**src/rtl/pc_pkg.sv**
```systemverilog
// pc_pkg: shared PC constants and redirect-class encoding for the fetch unit and hazard unit
package pc_pkg;
    localparam logic [31:0] DEF_RESET_VECTOR = 32'h0000_3000;
    localparam logic [31:0] DEF_EXC_VECTOR   = 32'h0000_4180;
    typedef enum logic [1:0] {
        RC_NONE   = 2'd0,
        RC_BRANCH = 2'd1,
        RC_ERET   = 2'd2,
        RC_EXC    = 2'd3
    } redir_class_e;
endpackage

```
**src/rtl/pc_redirect_buffer.sv**
```systemverilog
// pc_redirect_buffer: one-entry store for redirects that arrive while a fetch is outstanding
//   clk, Reset       clock, sync active-high reset
//   imem_ready       fetch completes this cycle; the entry is consumed and cleared
//   cls, target      redirect class and target presented this cycle
//   pend_valid       an entry is held
//   pend_kill        held entry is exception/ERET class (kills the in-flight fetch)
//   pend_target      held target address
module pc_redirect_buffer
    import pc_pkg::*;
#(
    parameter int ADDR_W = 32
) (
    input  logic              clk,
    input  logic              Reset,
    input  logic              imem_ready,
    input  redir_class_e      cls,
    input  logic [ADDR_W-1:0] target,
    output logic              pend_valid,
    output logic              pend_kill,
    output logic [ADDR_W-1:0] pend_target
);
    // Exception-class entries always overwrite; a branch never displaces a kill-class entry.
    always_ff @(posedge clk) begin
        if (Reset || imem_ready) begin
            pend_valid <= 1'b0;
            pend_kill  <= 1'b0;
        end else if (cls == RC_EXC || cls == RC_ERET) begin
            pend_valid  <= 1'b1;
            pend_kill   <= 1'b1;
            pend_target <= target;
        end else if (cls == RC_BRANCH && !(pend_valid && pend_kill)) begin
            pend_valid  <= 1'b1;
            pend_kill   <= 1'b0;
            pend_target <= target;
        end
    end
endmodule

```
**src/rtl/pc_fetch_unit.sv**
```systemverilog
// pc_fetch_unit: IF-stage program counter with prioritised next-PC selection and fetch handshake
//   clk, Reset                 clock, sync active-high reset
//   stall                      hazard hold; freezes sequential advance and ignores redirect
//   redirect, redirect_target  branch/jump target (applies after the delay slot)
//   exc_req                    exception entry; loads EXC_VECTOR
//   eret, epc_in               return from exception to epc_in
//   imem_ready                 instruction memory completes the current fetch
//   pc, pc_plus4               current fetch address and its sequential successor
//   fetch_req                  fetch valid (low only during reset)
//   fetch_kill                 returned instruction is wrong-path
//   fetch_adel                 fetch address misaligned
module pc_fetch_unit
    import pc_pkg::*;
#(
    parameter int                ADDR_W       = 32,
    parameter logic [ADDR_W-1:0] RESET_VECTOR = ADDR_W'(DEF_RESET_VECTOR),
    parameter logic [ADDR_W-1:0] EXC_VECTOR   = ADDR_W'(DEF_EXC_VECTOR)
) (
    input  logic              clk,
    input  logic              Reset,
    input  logic              stall,
    input  logic              redirect,
    input  logic [ADDR_W-1:0] redirect_target,
    input  logic              exc_req,
    input  logic              eret,
    input  logic [ADDR_W-1:0] epc_in,
    input  logic              imem_ready,
    output logic [ADDR_W-1:0] pc,
    output logic [ADDR_W-1:0] pc_plus4,
    output logic              fetch_req,
    output logic              fetch_kill,
    output logic              fetch_adel
);
    redir_class_e      cls;
    logic [ADDR_W-1:0] cls_target;
    logic              pend_valid;
    logic              pend_kill;
    logic [ADDR_W-1:0] pend_target;
    logic [ADDR_W-1:0] pc_next;

    // Redirect stalled by the hazard unit is dropped; it will be re-presented.
    always_comb begin
        cls        = exc_req ? RC_EXC : eret ? RC_ERET : (redirect && !stall) ? RC_BRANCH : RC_NONE;
        cls_target = exc_req ? EXC_VECTOR : eret ? epc_in : redirect_target;
    end

    pc_redirect_buffer #(.ADDR_W(ADDR_W)) u_buf (
        .clk         (clk),
        .Reset       (Reset),
        .imem_ready  (imem_ready),
        .cls         (cls),
        .target      (cls_target),
        .pend_valid  (pend_valid),
        .pend_kill   (pend_kill),
        .pend_target (pend_target)
    );

    // A pending redirect outranks a fresh branch but not a fresh exception/ERET.
    always_comb begin
        pc_next = !imem_ready                          ? pc :
                  (cls == RC_EXC || cls == RC_ERET)    ? cls_target :
                  pend_valid                           ? pend_target :
                  (cls == RC_BRANCH)                   ? cls_target :
                  stall                                ? pc : pc_plus4;
    end

    always_ff @(posedge clk) begin
        if (Reset)
            pc <= RESET_VECTOR;
        else
            pc <= pc_next;
    end

    assign pc_plus4   = pc + ADDR_W'(4);
    assign fetch_req  = !Reset;
    assign fetch_adel = fetch_req && (pc[1:0] != 2'b00);
    assign fetch_kill = imem_ready && (exc_req || eret || (pend_valid && pend_kill));
endmodule

```
**config.mk**
```make
export PLATFORM = sky130hd
export DESIGN_NAME = pc_fetch_unit
export DESIGN_NICKNAME = d
export VERILOG_FILES = /design/src/rtl/pc_pkg.sv /design/src/rtl/pc_redirect_buffer.sv /design/src/rtl/pc_fetch_unit.sv
export SDC_FILE = /design/constraint.sdc
export NUM_CORES = 1
export LEC_CHECK = 0
export CORE_ASPECT_RATIO = 1.75
export CORE_MARGIN = 4
export CORE_UTILIZATION = 39
export DETAILED_ROUTE_END_ITERATION = 16
export GPL_ROUTABILITY_DRIVEN = 0
export PLACE_DENSITY = 0.79
export SYNTH_ARGS = -nofsm -noshare
export SYNTH_HDL_FRONTEND = slang
export SYNTH_SLANG_ARGS = --single-unit
```
**constraint.sdc**
```tcl
create_clock -name clk -period 6.8 [get_ports clk]
set_input_delay 1.02 -clock clk [delete_from_list [all_inputs] [get_ports clk]]
set_output_delay 1.02 -clock clk [all_outputs]
set_load 0.05 [all_outputs]
```
# Yosys cells after proc, flatten, opt, wreduce, memory -nomap -nowiden
# Cells that the tools add are included.
[word_totals]
regBits = 66
inputBits = 71
output_inout_bits = 67
[op_classes]
n_reduce_logical = 16
bitwise_logic = 1
n_eq_ne = 4
add_sub_neg = 1
mux = 15
[op_table]
columns = ["cell", "n"]
rows = [
  ["$mux W32", 8],
  ["$add A32 B3 Y32 const B", 1],
  ["$logic_and A1 B1 Y1", 5],
  ["$mux W1", 5],
  ["$eq A2 B2 Y1 const B", 2],
  ["$logic_or A1 B1 Y1", 4],
  ["$mux W2", 2],
  ["$ne A4 B1 Y1 const B", 1],
  ["$reduce_and A2 Y1", 2],
  ["$reduce_bool A2 Y1", 2],
  ["$logic_not A1 Y1", 3],
  ["$eq A2 B1 Y1 const B", 1],
  ["$not A1 Y1", 1],
]

# Depth between registers and ports, before layout
[depth]
word_depth = 9
ltp_mapped = 9

# Cells and area by module
# From an unflattened synthesis, not the netlist that was laid out.
[unflattened]
cells_unflattened = 476
area_unflattened_um2 = 4224.1
[by_module_without_submodules]
columns = ["module", "area_each_um2", "n_inst", "cells_per_inst", "seq_area_each_um2"]
rows = [
  ["pc_fetch_unit", 3165.5, 1, 435, 640.6],
  ["pc_redirect_buffer", 1058.5, 1, 41, 1001.0],
]

# Worst setup path after synthesis
# OpenSTA, ideal clock, no wires.
[synth_timing]
kind = "input to register"
start = "input port Reset"
end = "register u_buf.pend_target[0], enable pin"
arrival_ns = 3.686
required_ns = 6.339
path_buffers = 2
slack_ns = 2.653
cell_stages = 3
setup_ns = 0.461
cell_sequence = "clkbuf_1 -> buf_1 -> nor3_1"
[synth_via]
elab_chain_cells = 3
[synth_lines]
columns = ["element", "line_no", "rtl"]
rows = [
  ["start: declaration", "pc_fetch_unit.sv:20", "input logic Reset,"],
  ["$logic_or A1 B1 Y1", "pc_redirect_buffer.sv:24", "if (Reset || imem_ready) begin"],
  ["$not A1 Y1 (no line)", "--", ""],
  ["$reduce_and A2 Y1 (no line)", "--", ""],
  ["end signal: assignment", "pc_redirect_buffer.sv:30", "pend_target <= target;"],
  ["end signal: assignment", "pc_redirect_buffer.sv:34", "pend_target <= target;"],
  ["end: declaration", "pc_redirect_buffer.sv:20", "output logic [ADDR_W-1:0] pend_target"],
]
# No other way between the ends.
# A chain may end at the register's enable or synchronous reset.

# Final worst setup path
[layout_timing]
start = "register pc[2]"
end = "output port pc_plus4[28]"
[layout_via]
elab_chain_cells = 1
[layout_lines]
columns = ["element", "line_no", "rtl"]
rows = [
  ["start: declaration", "pc_fetch_unit.sv:28", "output logic [ADDR_W-1:0] pc,"],
  ["start signal: assignment", "pc_fetch_unit.sv:71", "pc <= pc_next;"],
  ["$add A32 B3 Y32", "pc_fetch_unit.sv:74", "assign pc_plus4 = pc + ADDR_W'(4);"],
  ["end: declaration", "pc_fetch_unit.sv:29", "output logic [ADDR_W-1:0] pc_plus4,"],
]
# No other way between the ends.

==> metrics.md <==
| Metric | Value |
|---|---|
| Mean area per synthesized cell | 8.77 um^2 |
| R2r worst-path depth | 6 |
| Combinational cell fraction of total power | 0.248 |
| CTS tree | built |
| TritonCTS sink count | 66 |
| Number of enable flip-flop cells after synthesis | 32 |
| Iter 0 DRT Violations | 658 |
| Length of the first detailed-routing pass in iterations | 5 |
| Initial Util | 0.397 |
| ANT cells | 0 |
| Area occupied by multi-input gates | 0.00251 mm^2 |
| Cell Pwr Density | 202 mW/mm^2 |
| Largest net degree at the start of global routing | 55 |
| Wire per inst | 21.1 um |
| Initial antenna violation count | 0 |
| DRT antenna net count | 0 |
| NetSw | 382 uW |
| Max Cap Viol | 0 |
| First-pass GRT wire length | 24.1 mm |
| Cell area after synthesis | 0.00440 mm^2 |
| Vias | 4,756 |
| Synth top area cells | edfxtp_1, dfxtp_1, mux2i_1, nor2_1, xnor2_1 |
| Worst Path Max Fanout | 9 |
| Synthesized flop and latch total | 66 |
| Critical path startpoint category | register |
| Register share of total power | 0.374 |
| Yosys cell types | 75 |
| Critical path class | reg -> out |
| Port Buffers | 137 |
| Final min period | 4380 ps |
| FFs w/ async S/R, synth | 0 |
| Setup WS post-layout | 2420 ps |
| Post-route cell area | 0.00608 mm^2 |
| Slew @ Worst Pin | 994 ps |
| Number of global-route vias before repair | 4,685 |
| Critical path endpoint category | output pin |
| Post-CTS resize count | 0 |
| Slew margin rel. | 0.335 |
| Total track usage | 0.237 |
| Area share of the largest cell type after synthesis | 0.218 |
| Clk pwr share | 0.379 |
| Final TNS setup | 0 ps |
| Final Setup Violations | 0 |
| Post-CTS Setup Inserts | 0 |
| Worst Hold Depth | 2 |
| # hold bufs at CTS | 0 |
| Gr ovfl total | 0 |
| Hold crit path type | reg -> reg |
| Status | completed |
| Num ports | 138 |
| Post-DP HPWL | 11.2 mm |
| Die Wd | 88.3 um |
| Crit share post-route | 0.644 |
| Rows | 51 |
| Leak pwr | 2.17 nW |
| Share of layout cells above drive strength 1 | 0.0550 |
| Area after DPL | 0.00579 mm^2 |
| Die H | 149 um |
| Clock Tree Root | clkbuf_16 |
| Primary FF master, synth | dfxtp_1 |
| CTS max path bufs | 2 |
| Num CTS Buffers | 9 |
| Post-synthesis cell count | 502 |
| FMAX | 0.228 GHz |
| Worst Skew | 6.14 ps |
| Via/cell ratio | 6.34 |
| Switching share of power | 0.311 |
| R2r endpoint | pc[28]$_SDFFE_PP0P_ |
| Final #Nets | 685 |
| Worst-path clk slew | 50 ps |
| Residual DRC | 0 |
| WP data arrival | 3360 ps |
| Hold Vio Cnt, Final | 0 |
| Unrepaired setup endpoints after global routing | no |
| Max-slew violation count | 0 |
| Seq/Total Area, Yosys | 0.373 |
| Worst-Skew Late Latency | 340 ps |
| Reg area | 0.00164 mm^2 |
| WHS Endpoint | u_buf.pend_kill$_SDFFE_PP0P_ |
| R2r startpoint | pc[2]$_SDFFE_PP0P_ |
| Total Wirelength | 15.8 mm |
| Syn nets | 574 |
| Yosys Warn Count | 0 |
| Required @ worst endpoint | 5780 ps |
| Pre-CTS setup slack | 2750 ps |
| Die area | 0.0131 mm^2 |
| Internal Pwr Total | 847 uW |
| H-tree Lvls | 3 |
| Worst reg-to-reg setup slack | 4210 ps |
| Worst vdd ir | 0.129 mV |
| Area leader, netlist | edfxtp_1 |
| Post-layout util | 0.547 |
| Core footprint | 0.0111 mm^2 |
| Fill count | 1,012 |
| Area Growth Syn to Fin | 38.1% |
| Min-delay src | u_buf.pend_kill$_SDFFE_PP0P_ |
## cell usage in the layout (no fill, tap or decap), drive strengths merged, types with 9 or more instances in the layout
cell type / instances
mux2i: 26
nand2: 35
a21oi: 31
xnor2: 20
nor3: 12
nand4: 11
o21ai: 21
edfxtp: 32
nor2: 59
buf: 10
dfxtp: 34
o31ai: 9
inv: 13
clkdlybuf4s50: 135
clkbuf: 13
nand3: 14
## stage by stage
stage               total power, mW  hold WS, ps  instances
finish                         1.23          494        750
floorplan                     0.646          463        502
detailed placement            0.767          480        734
CTS                            1.23          492        750
global placement              0.763          482        734
global route                   1.26          547        750
## power groups by stage
| stage | Clock, mW | Combinational [mW] | Sequential [mW] |
|---|---|---|---|
| after floorplan | 0 | 0.151 | 0.495 |
| after global placement | 0 | 0.298 | 0.465 |
| after detailed placement | 0 | 0.300 | 0.466 |
| after CTS | 0.466 | 0.302 | 0.458 |
| after global routing | 0.481 | 0.319 | 0.461 |
| final | 0.465 | 0.304 | 0.459 |
## worst max path at each step
stage / from / slack, ps / end
2_1_floorplan: Reset / 2650 / u_buf.pend_target[0]$_DFFE_PP_
3_3_place_gp: Reset / 2740 / fetch_req
3_5_place_dp: Reset / 2750 / fetch_req
4_1_cts: pc[2]$_SDFFE_PP0P_ / 2450 / pc_plus4[28]
5_1_grt: pc[2]$_SDFFE_PP0P_ / 2280 / pc_plus4[28]
6_report: pc[2]$_SDFFE_PP0P_ / 2420 / pc_plus4[28]
## layout make-up
type	instances	area share
Clock buffer	13	0.0412
Clock inverter	3	0.00638
Inverter	14	0.00865
Multi-Input combinational cell	377	0.413
Sequential cell	66	0.270
Tap cell	132	0.0272
Timing Repair Buffer	145	0.234
## metal layers
layer	global-route usage	part of all wire	vias up
li1	-	-	2138
met1	0.280	0.36	2218
met2	0.400	0.51	345
met3	0.0416	0.089	55
met4	0.126	0.044	0
met5	0	0	-
## cells in the mapped netlist (4+ instances only)
master    instances
nor2_1           58
nand2_1          35
dfxtp_1          34
edfxtp_1         32
a21oi_1          31
mux2i_1          26
clkbuf_1         20
o21ai_0          20
xnor2_1          20
nand3_1          14
inv_1            13
buf_2            12
nor3_1           12
nand4_1           9
o31ai_1           9
xor2_1            8
and3_1            7
nand2b_1          7
o21a_1            7
a211oi_1          6
a221o_1           6
a221oi_1          6
o211ai_1          6
o22ai_1           6
a31oi_1           5
a32oi_1           5
and4_1            5
clkbuf_2          5
o32ai_1           5
buf_1             4
buf_4             4
## critical path: stages, from the launching register on
cell and delay [ps]:
dfxtp_1 430, ha_1 230, nand3_1 320, nor2_1 650, nand4_1 190, xnor2_1 320
clkdlybuf4s50_1 870
## registers in the layout, indices dropped and copies added, names as in the netlist
name,cells
u_buf.pend_valid,1
u_buf.pend_target,32
u_buf.pend_kill,1
pc,32
## cells by family (layout without fill, tap and decap cells)
logic type / count (synthesis) / in the layout / share of synthesized area
compound gates: 149 / 149 / 0.244
simple gates: 172 / 172 / 0.205
xor+xnor: 28 / 28 / 0.0557
buf+inv: 59 / 175 / 0.0585
mux: 27 / 27 / 0.0617
fa+ha+maj: 1 / 1 / 0.00284
flops: 66 / 66 / 0.373
Note: power is estimated with default switching activity, not from simulation.
